--- src/rtl/common_types_pkg.sv ---
// Shared register-file geometry and hazard controller state encoding.
package common_types_pkg;

    localparam int REG_W    = 5;
    localparam int NUM_REGS = 2 ** REG_W;

    typedef enum logic [1:0] {
        RUN    = 2'd0,
        DRAIN  = 2'd1,
        HALTED = 2'd2
    } hazard_state_t;

endpackage

--- src/rtl/hazard_scoreboard_regs.sv ---
// Per-register pending-write busy bits with owning multicycle unit, plus per-unit occupancy.
module hazard_scoreboard_regs
    import common_types_pkg::*;
#(
    parameter int NUM_MC = 2
) (
    input  logic                clk,
    input  logic                rst,
    input  logic                issue_en_i,
    input  logic [NUM_MC-1:0]   mc_issue_i,
    input  logic [NUM_MC-1:0]   mc_done_i,
    input  logic [REG_W-1:0]    issue_rd_i,
    output logic [NUM_REGS-1:0] busy_o,
    output logic [NUM_MC-1:0]   unit_busy_o,
    output logic                idle_next_o
);

    localparam int OWN_W = (NUM_MC > 1) ? $clog2(NUM_MC) : 1;

    logic [NUM_REGS-1:0] busy_q, busy_d;
    logic [OWN_W-1:0]    owner_q [NUM_REGS];
    logic [OWN_W-1:0]    owner_d [NUM_REGS];
    logic [NUM_MC-1:0]   unit_busy_q, unit_busy_d;
    logic [OWN_W-1:0]    issue_idx;
    logic                issue_any;

    // Completion clears first, then a same-cycle issue re-claims, so issue wins.
    always_comb begin
        issue_idx = '0;
        for (int u = 0; u < NUM_MC; u++) begin
            if (mc_issue_i[u]) begin
                issue_idx = u[OWN_W-1:0];
            end
        end
        issue_any   = issue_en_i & (|mc_issue_i);
        unit_busy_d = (unit_busy_q & ~mc_done_i) | (issue_en_i ? mc_issue_i : '0);
        busy_d      = busy_q;
        owner_d     = owner_q;
        for (int r = 1; r < NUM_REGS; r++) begin
            for (int u = 0; u < NUM_MC; u++) begin
                if (owner_q[r] == u[OWN_W-1:0] && mc_done_i[u]) begin
                    busy_d[r] = 1'b0;
                end
            end
            if (issue_any && issue_rd_i == r[REG_W-1:0]) begin
                busy_d[r]  = 1'b1;
                owner_d[r] = issue_idx;
            end
        end
        busy_d[0] = 1'b0;
    end

    always_ff @(posedge clk) begin
        if (rst) begin
            busy_q      <= '0;
            unit_busy_q <= '0;
            for (int r = 0; r < NUM_REGS; r++) begin
                owner_q[r] <= '0;
            end
        end else begin
            busy_q      <= busy_d;
            unit_busy_q <= unit_busy_d;
            for (int r = 0; r < NUM_REGS; r++) begin
                owner_q[r] <= owner_d[r];
            end
        end
    end

    assign busy_o      = busy_q;
    assign unit_busy_o = unit_busy_q;
    assign idle_next_o = (busy_d == '0) && (unit_busy_d == '0);

endmodule

--- src/rtl/hazard_scoreboard_unit.sv ---
// Pipeline hazard controller: stall/flush priority, multicycle scoreboard, RUN/DRAIN/HALTED.
// Optional stall counter enabled by defining HAZARD_PERF_EN.
module hazard_scoreboard_unit
    import common_types_pkg::*;
#(
    parameter int NUM_MC = 2,
    parameter int CNT_W  = 32
) (
    input  logic                clk,
    input  logic                rst,
    input  logic                halt,
    input  logic                dread,
    input  logic                dwrite,
    input  logic                ihit,
    input  logic                dhit,
    input  logic                branch_flush,
    input  logic [REG_W-1:0]    f2dif_rs1,
    input  logic [REG_W-1:0]    f2dif_rs2,
    input  logic                f2dif_csr,
    input  logic                csr_busy,
    input  logic                d2eif_dread,
    input  logic [REG_W-1:0]    d2eif_rd,
    input  logic [NUM_MC-1:0]   mc_issue,
    input  logic [NUM_MC-1:0]   mc_done,
    output logic                f2dif_en,
    output logic                d2eif_en,
    output logic                e2mif_en,
    output logic                m2wif_en,
    output logic                f2dif_flush,
    output logic                d2eif_flush,
    output logic                e2mif_flush,
    output logic                m2wif_flush,
    output logic [NUM_REGS-1:0] sb_busy,
    output logic [NUM_MC-1:0]   unit_busy,
    output logic                halted,
    output logic [CNT_W-1:0]    stall_cycles
);

    hazard_state_t state_q;
    logic          halted_q;
    logic          idle_next;
    logic          mem_wait, struct_haz, raw_haz, load_use, csr_haz, fetch_miss;
    logic [3:0]    en_v, fl_v;

    hazard_scoreboard_regs #(.NUM_MC(NUM_MC)) u_regs (
        .clk         (clk),
        .rst         (rst),
        .issue_en_i  (e2mif_en),
        .mc_issue_i  (mc_issue),
        .mc_done_i   (mc_done),
        .issue_rd_i  (d2eif_rd),
        .busy_o      (sb_busy),
        .unit_busy_o (unit_busy),
        .idle_next_o (idle_next)
    );

    assign mem_wait   = (dread | dwrite) & ~dhit;
    assign struct_haz = |(mc_issue & unit_busy & ~mc_done);
    assign raw_haz    = ((f2dif_rs1 != '0) && sb_busy[f2dif_rs1]) ||
                        ((f2dif_rs2 != '0) && sb_busy[f2dif_rs2]);
    assign load_use   = d2eif_dread && (d2eif_rd != '0) &&
                        ((d2eif_rd == f2dif_rs1) || (d2eif_rd == f2dif_rs2));
    assign csr_haz    = f2dif_csr & csr_busy;
    assign fetch_miss = ~ihit;

    // Vectors are {f2dif, d2eif, e2mif, m2wif}.
    always_comb begin
        en_v = 4'b1111;
        fl_v = 4'b0000;
        if (!rst) begin
            case (state_q)
                HALTED: en_v = 4'b0000;
                DRAIN: begin
                    if (mem_wait) begin
                        en_v = 4'b0000;
                    end else begin
                        en_v = 4'b0011;
                        fl_v = 4'b0100;
                    end
                end
                default: begin
                    if (mem_wait) begin
                        en_v = 4'b0000;
                    end else if (struct_haz) begin
                        en_v = 4'b0001;
                        fl_v = 4'b0010;
                    end else if (branch_flush) begin
                        fl_v = 4'b1100;
                    end else if (raw_haz || load_use || csr_haz) begin
                        en_v = 4'b0011;
                        fl_v = 4'b0100;
                    end else if (fetch_miss) begin
                        fl_v = 4'b1000;
                    end
                end
            endcase
        end
    end

    assign {f2dif_en, d2eif_en, e2mif_en, m2wif_en}             = en_v;
    assign {f2dif_flush, d2eif_flush, e2mif_flush, m2wif_flush} = fl_v;

    always_ff @(posedge clk) begin
        if (rst) begin
            state_q  <= RUN;
            halted_q <= 1'b0;
        end else begin
            case (state_q)
                RUN: begin
                    if (halt && e2mif_en) begin
                        state_q <= DRAIN;
                    end
                end
                DRAIN: begin
                    if (idle_next) begin
                        state_q  <= HALTED;
                        halted_q <= 1'b1;
                    end
                end
                default: begin
                    state_q  <= HALTED;
                    halted_q <= 1'b1;
                end
            endcase
        end
    end

    assign halted = halted_q;

`ifdef HAZARD_PERF_EN
    logic [CNT_W-1:0] stall_cnt_q;

    always_ff @(posedge clk) begin
        if (rst) begin
            stall_cnt_q <= '0;
        end else if (state_q == RUN && !f2dif_en && stall_cnt_q != '1) begin
            stall_cnt_q <= stall_cnt_q + CNT_W'(1);
        end
    end

    assign stall_cycles = stall_cnt_q;
`else
    assign stall_cycles = '0;
`endif

endmodule

--- config.mk ---
export PLATFORM = sky130hd
export DESIGN_NAME = hazard_scoreboard_unit
export DESIGN_NICKNAME = d
export VERILOG_FILES = /design/src/rtl/common_types_pkg.sv /design/src/rtl/hazard_scoreboard_regs.sv /design/src/rtl/hazard_scoreboard_unit.sv
export SDC_FILE = /design/constraint.sdc
export NUM_CORES = 1
export LEC_CHECK = 0
export ABC_AREA = 1
export CORE_MARGIN = 5
export CORE_UTILIZATION = 55
export DETAILED_ROUTE_END_ITERATION = 8
export GPL_ROUTABILITY_DRIVEN = 0
export HOLD_SLACK_MARGIN = 0.1
export PLACE_DENSITY_LB_ADDON = 0.2
export REMOVE_ABC_BUFFERS = 1
export SYNTH_ARGS = -nofsm -noshare
export SYNTH_HDL_FRONTEND = slang
export SYNTH_SLANG_ARGS = --single-unit
--- constraint.sdc ---
create_clock -name clk -period 7 [get_ports clk]
set_input_delay 2.1 -clock clk [delete_from_list [all_inputs] [get_ports clk]]
set_output_delay 2.1 -clock clk [all_outputs]
set_load 0.03 [all_outputs]
## After elaboration in Yosys (flattened, before gate mapping)

Index checks and enable logic that the tools add are counted.

- Muxes and demuxes: 119
- Eq/ne operators: 37
- Magnitude comparators: 2
- Reduce and logical (&&, ||, !) cells: 113
- Bitwise gates (word level): 42

Operator list:

| kind | count |
|---|---|
| $logic_and 1x1->1 | 99 |
| $mux 1 | 97 |
| $eq 5x5->1 const B | 16 |
| $mux 4 | 11 |
| $eq 5x4->1 const B | 8 |
| $not 1->1 | 33 |
| $logic_not 32->1 | 1 |
| $eq 5x3->1 const B | 4 |
| $pmux 4 s2 | 2 |
| $reduce_bool 5->1 | 3 |
| $lt 5x6->1 const B | 2 |
| $bmux 1 s5 | 2 |
| $eq 5x2->1 const B | 2 |
| $eq 5x5->1 | 2 |
| $mux 2 | 4 |
| $and 2x2->2 | 3 |
| $eq 5x1->1 const B | 1 |
| $logic_not 2->1 | 2 |
| $logic_or 1x1->1 | 4 |
| $ne 2x2->1 const B | 2 |
| $pmux 2 s2 | 1 |
| $reduce_and 2->1 | 2 |
| $reduce_or 2->1 | 2 |
| $and 1x1->1 | 3 |
| 7 further kinds | 7 |

- Output and inout port bits: 75
- Register bits after elaboration: 68
- Word-level logic and storage cells: 349

## Depth between registers and ports, before layout

Gate-level depths: netlist of run 1.

- Depth in word-level cells: 19
- Depth in mapped cells: 17
- Mapped depth without buffers: 16

## Modules after synthesis

A second synthesis of run 1 with hierarchy kept.

- Cells, all modules: 758
- Area total of the unflattened synthesis: 4573.1 µm²

By module, submodules not included:

| module | area an instance (µm²) | times used | cells an instance |
|---|---|---|---|
| hazard_scoreboard_regs | 3046.7 | 1 | 451 |
| hazard_scoreboard_unit | 1526.5 | 1 | 307 |

## Worst setup path after synthesis of run 1

OpenSTA, ideal clock, no wires.

- Path type: input to output
- From: in d2eif_rd[4]
- To: out f2dif_en
- Buffers on the path: 3
- Path slack: 1.197 ns
- Required time: 4.900 ns
- Arrival: 3.703 ns
- Stages on the path: 11
- Cells stage by stage: buf_2 buf_2 xor2_1 o31ai_1 o211ai_1 and3_1 nand3_1 nand2_1 nand3_1 nand2_1 buf_4

- Longest elaborated chain between the ends: 11
- Elaborated cells on any way between the ends: 14
- Those cells by class: eq/ne (2); mux (6); reduce/logical (6)

Ends and longest elaborated chain:

| what | line | source |
|---|---|---|
| from (decl) | hazard_scoreboard_unit.sv:22 | `input logic [REG_W-1:0] d2eif_rd,` |
| $eq 5x5->1 or $reduce_bool 5->1 (tied branches) | hazard_scoreboard_unit.sv:62, hazard_scoreboard_unit.sv:61 |  |
| $logic_or 1x1->1 or $logic_and 1x1->1 (tied branches) | hazard_scoreboard_unit.sv:62, hazard_scoreboard_unit.sv:61 |  |
| $logic_and 1x1->1 * | hazard_scoreboard_unit.sv:61 | `assign load_use = d2eif_dread && (d2eif_rd != '0) &&` |
| $logic_or 1x1->1 * (2 in series) | hazard_scoreboard_unit.sv:89 | `end else if (raw_haz \|\| load_use \|\| csr_haz) begin` |
| $mux 4 * | hazard_scoreboard_unit.sv:89 |  |
| $mux 4 * | hazard_scoreboard_unit.sv:87 | `end else if (branch_flush) begin` |
| $mux 4 * | hazard_scoreboard_unit.sv:84 | `end else if (struct_haz) begin` |
| $mux 4 * | hazard_scoreboard_unit.sv:82 | `if (mem_wait) begin` |
| $pmux 4 s2 * | hazard_scoreboard_unit.sv:71 | `case (state_q)` |
| $mux 4 * | hazard_scoreboard_unit.sv:70 | `if (!rst) begin` |
| to (decl) | hazard_scoreboard_unit.sv:25 | `output logic f2dif_en,` |

Every way passes the cells marked *; elsewhere a longest branch is shown, timed or not.

## Final worst setup path of run 1

- From: in f2dif_rs1[1]
- To: out d2eif_flush

- Longest elaborated chain between the ends: 12
- Elaborated cells on any way between the ends: 16
- Those cells by class: eq/ne (1); mux (8); reduce/logical (7)

Ends and longest elaborated chain:

| what | line | source |
|---|---|---|
| from (decl) | hazard_scoreboard_unit.sv:17 | `input logic [REG_W-1:0] f2dif_rs1,` |
| $bmux 1 s5 | hazard_scoreboard_unit.sv:59 | `assign raw_haz = ((f2dif_rs1 != '0) && sb_busy[f2dif_rs1]) \|\|` |
| $mux 1 (not written as such) | hazard_scoreboard_unit.sv:59 |  |
| $logic_and 1x1->1 | hazard_scoreboard_unit.sv:59 |  |
| $logic_or 1x1->1 | hazard_scoreboard_unit.sv:59 |  |
| $logic_or 1x1->1 * (2 in series) | hazard_scoreboard_unit.sv:89 |  |
| $mux 4 * | hazard_scoreboard_unit.sv:89 |  |
| $mux 4 * | hazard_scoreboard_unit.sv:87 |  |
| $mux 4 * | hazard_scoreboard_unit.sv:84 |  |
| $mux 4 * | hazard_scoreboard_unit.sv:82 |  |
| $pmux 4 s2 * | hazard_scoreboard_unit.sv:71 |  |
| $mux 4 * | hazard_scoreboard_unit.sv:70 |  |
| to (decl) | hazard_scoreboard_unit.sv:30 | `output logic d2eif_flush,` |

Every way passes the cells marked *; elsewhere a longest branch is shown, timed or not. The select of a mux whose other input is x is not followed.

==> results of run 1 <==
[flip-flops by register name, summed over array words and instances (netlist names)]
name                cells
halted                  1
u_regs.busy_o          31
u_regs.owner_q         31
state_q                 2
u_regs.unit_busy_o      2
[worst max-delay path, cell delays in order]
cell	delay (ps)
clkdlybuf4s50_1	730
inv_1	160
o21ai_0	120
o22ai_1	90
o211ai_1	160
o211ai_1	110
mux2i_1	170
nand3_1	170
o21ai_0	180
nand2_1	60
clkdlybuf4s50_1	590
[stage by stage]
stage	hold slack (ps)	total power, mW	worst slack [ps]	instance area (sq um)	cells
after floorplan	441.6	0.6233	1394	4076	638
after global placement	449.6	0.7430	305.4	4960	819
after detailed placement	456.3	0.7476	293.4	4960	819
after CTS	470.1	1.039	272.9	5132	835
after global routing	484.8	1.092	48.15	5132	835
final	463.9	1.035	252.5	5132	835
[power by group]
group	switching (mW)	internal (mW)
Combinational	0.235	0.103
Sequential	0.0108	0.396
Clock	0.143	0.147
Total	0.388	0.647
[layout make-up]
class / count / area (sq um) / area share, %
repair buffers: 79 / 755.7 / 14.72
clock inverters: 2 / 10.01 / 0.1950
flip-flops and latches: 67 / 1341 / 26.13
multi-input cells: 532 / 2589 / 50.44
inverters: 39 / 146.4 / 2.852
clock buffers: 14 / 162.7 / 3.169
well taps: 102 / 127.6 / 2.487
[layer usage]
| metal | wire, um | vias to the layer above |
|---|---|---|
| met1 | 5306 | 2122 |
| met5 | 0 | - |
| li1 | - | 2288 |
| met2 | 6177 | 285 |
| met3 | 1508 | 33 |
| met4 | 365 | 0 |
[placed cells by master (no fill, tap or decap), types with 2 or more instances in the layout]
| cell type | synthesis | layout |
|---|---|---|
| nor2_2 | 4 | 4 |
| a21oi_1 | 86 | 86 |
| inv_2 | 5 | 5 |
| nand3_1 | 27 | 27 |
| xor2_1 | 3 | 3 |
| nand3_2 | 19 | 19 |
| o21ai_0 | 39 | 39 |
| a21oi_2 | 4 | 4 |
| clkinv_2 | 0 | 2 |
| conb_1 | 1 | 34 |
| nor3_1 | 12 | 12 |
| nor2_1 | 71 | 71 |
| o22ai_1 | 4 | 4 |
| clkinv_1 | 2 | 2 |
| ha_1 | 2 | 2 |
| dfxtp_1 | 67 | 67 |
| inv_1 | 32 | 32 |
| nand4_1 | 2 | 2 |
| nand2_2 | 4 | 4 |
| clkbuf_1 | 17 | 3 |
| nand2_1 | 175 | 175 |
| clkdlybuf4s50_1 | 0 | 66 |
| o211ai_1 | 33 | 33 |
| buf_4 | 36 | 12 |
| clkbuf_8 | 0 | 11 |
[logic make-up after synthesis]
family,share of synthesized area (%)
simple gates,32.02
compound gates,22.18
buf+inv,13.73
flops,30.40
xor+xnor,0.7942
fa+ha+maj,0.5671
other cells,0.08500
mux,0.2269
[final timing paths]
check	start	to	depth (start not counted)	slack (ps)
hold / removal	halted$_SDFFE_PP0P_	halted$_SDFFE_PP0P_	2	460
setup / recovery	f2dif_rs1[1]	d2eif_flush	11	250
hold reg to reg	halted$_SDFFE_PP0P_	halted$_SDFFE_PP0P_	2	460
setup reg to reg	state_q[0]$_SDFFE_PP0P_	u_regs.owner_q[8]$_SDFFE_PP0P_	10	4050
==> flow_metrics.env, run 1 <==
export IMPL_status="finished, final reports clean"
export IMPL_overflow=0
export IMPL_track_usage_pct=26.93
export IMPL_grt_max_degree=67
export IMPL_finalCritPeriodShare_pct=96.39
export IMPL_cts_hold_buffers=0
export IMPL_required_ps=4900
export IMPL_h_tree_depth=3
export IMPL_endpoint_kind="output pin"
export IMPL_grt_setup_unrepaired="false"
export IMPL_power_density_nw_per_um2=201.7
export IMPL_finalMaxSlewViolations=0
export IMPL_ctsResizeCount=0
export IMPL_drive_gt1_share_pct=9.004
export IMPL_hold_viol=0
export IMPL_yosysTopAreaCellShare_pct=30.40
export IMPL_chipHeight_um=99.56
export IMPL_synthArstFlopShare_pct=0
export IMPL_cp_start_kind="input pin"
export IMPL_synthCells=676
export IMPL_synth_seq_cells=67
export IMPL_dr_pass1_iters=5
export IMPL_clockBufferDepth=2
export IMPL_cts_buffers_inserted=9
export IMPL_antenna_found_initial=0
export IMPL_tightestPinTransition_ps=1057
export IMPL_slew_headroom_pct=29.43
export IMPL_area_growth_pct=16.34
export IMPL_vias=4728
export IMPL_initial_core_util_pct=56.80
export IMPL_synth_most_common_cell="nand2_1"
export IMPL_hpwl_mm=9.609
export IMPL_synth_ff_type="dfxtp_1"
export IMPL_synthTopCellsByCount="nand2_1 (175), a21oi_1 (86), nor2_1 (71)"
export IMPL_port_buffers=70
export IMPL_viasPerCell=5.662
export IMPL_clock_latency_ps=350
export IMPL_ir_drop_v=0.0001785
export IMPL_clockRootBuffer="clkbuf_8"
export IMPL_clkSinkCount=67
export IMPL_ant_nets=0
export IMPL_synth_cell_type_count=38
export IMPL_cp_arrival_ps=4650
export IMPL_fin_nets=760
export IMPL_critPathMaxFanout=14
export IMPL_post_route_drc_count=0
export IMPL_synth_area_leaders="dfxtp_1 (30%), nand2_1 (15%), a21oi_1 (9.8%), buf_4 (6.1%), nor2_1 (6.0%)"
export IMPL_setup_tns_ps=0
export IMPL_die_area_sq_um=9912
export IMPL_path_clk_slew_ps=70
export IMPL_yosys_area_top_type="dfxtp_1"
export IMPL_synth_edf_count=0
export IMPL_pin_count=105
export IMPL_grt_pass1_vias=4360
export IMPL_final_util_pct=66.08
export IMPL_grt_use_met1_pct=35.33
export IMPL_yosys_warnings=0
export IMPL_busiest_layer="met2"
export IMPL_core_area_sq_um=7767
export IMPL_seq_area_frac_synth_pct=30.40
export IMPL_diodes=0
export IMPL_fmax_mhz=148.2
export IMPL_rows=32
export IMPL_drt_iter0_markers=485
export IMPL_cap_violations=0
export IMPL_die_w_um=99.56
export IMPL_skew_ps=5.557
export IMPL_wire_per_inst_um=16.00
export IMPL_synth_area_sq_um=4412
export IMPL_worstSetupPathType="in -> out"
export IMPL_fin_crit_ps=6747
export IMPL_met3_usage_pct=6.171
export IMPL_hp_class="reg -> reg"
export IMPL_cts_tree="built"
export IMPL_drt_wl_total_mm=13.36
export IMPL_setup_violations=0
export IMPL_use_met2_pct=42.61
export IMPL_grt_pass1_wl_mm=21.30
export IMPL_fill_cells=688
export IMPL_avgSynthCellArea_sq_um=6.526
export IMPL_cts_setup_buffers=0
export IMPL_p_leak_nw=2.062
Power figures use the tool's default switching activity.
==> run 2: changes to the inputs <==
--- a/config.mk
+++ b/config.mk
@@ -8,6 +8,7 @@
 export ABC_AREA = 1
 export CORE_MARGIN = 5
 export CORE_UTILIZATION = 55
+export CTS_CLUSTER_DIAMETER = 60
 export DETAILED_ROUTE_END_ITERATION = 8
 export GPL_ROUTABILITY_DRIVEN = 0
 export HOLD_SLACK_MARGIN = 0.1
==> results of run 2 <==
No change in the layout: final DEF, timing and power equal those of run 1.
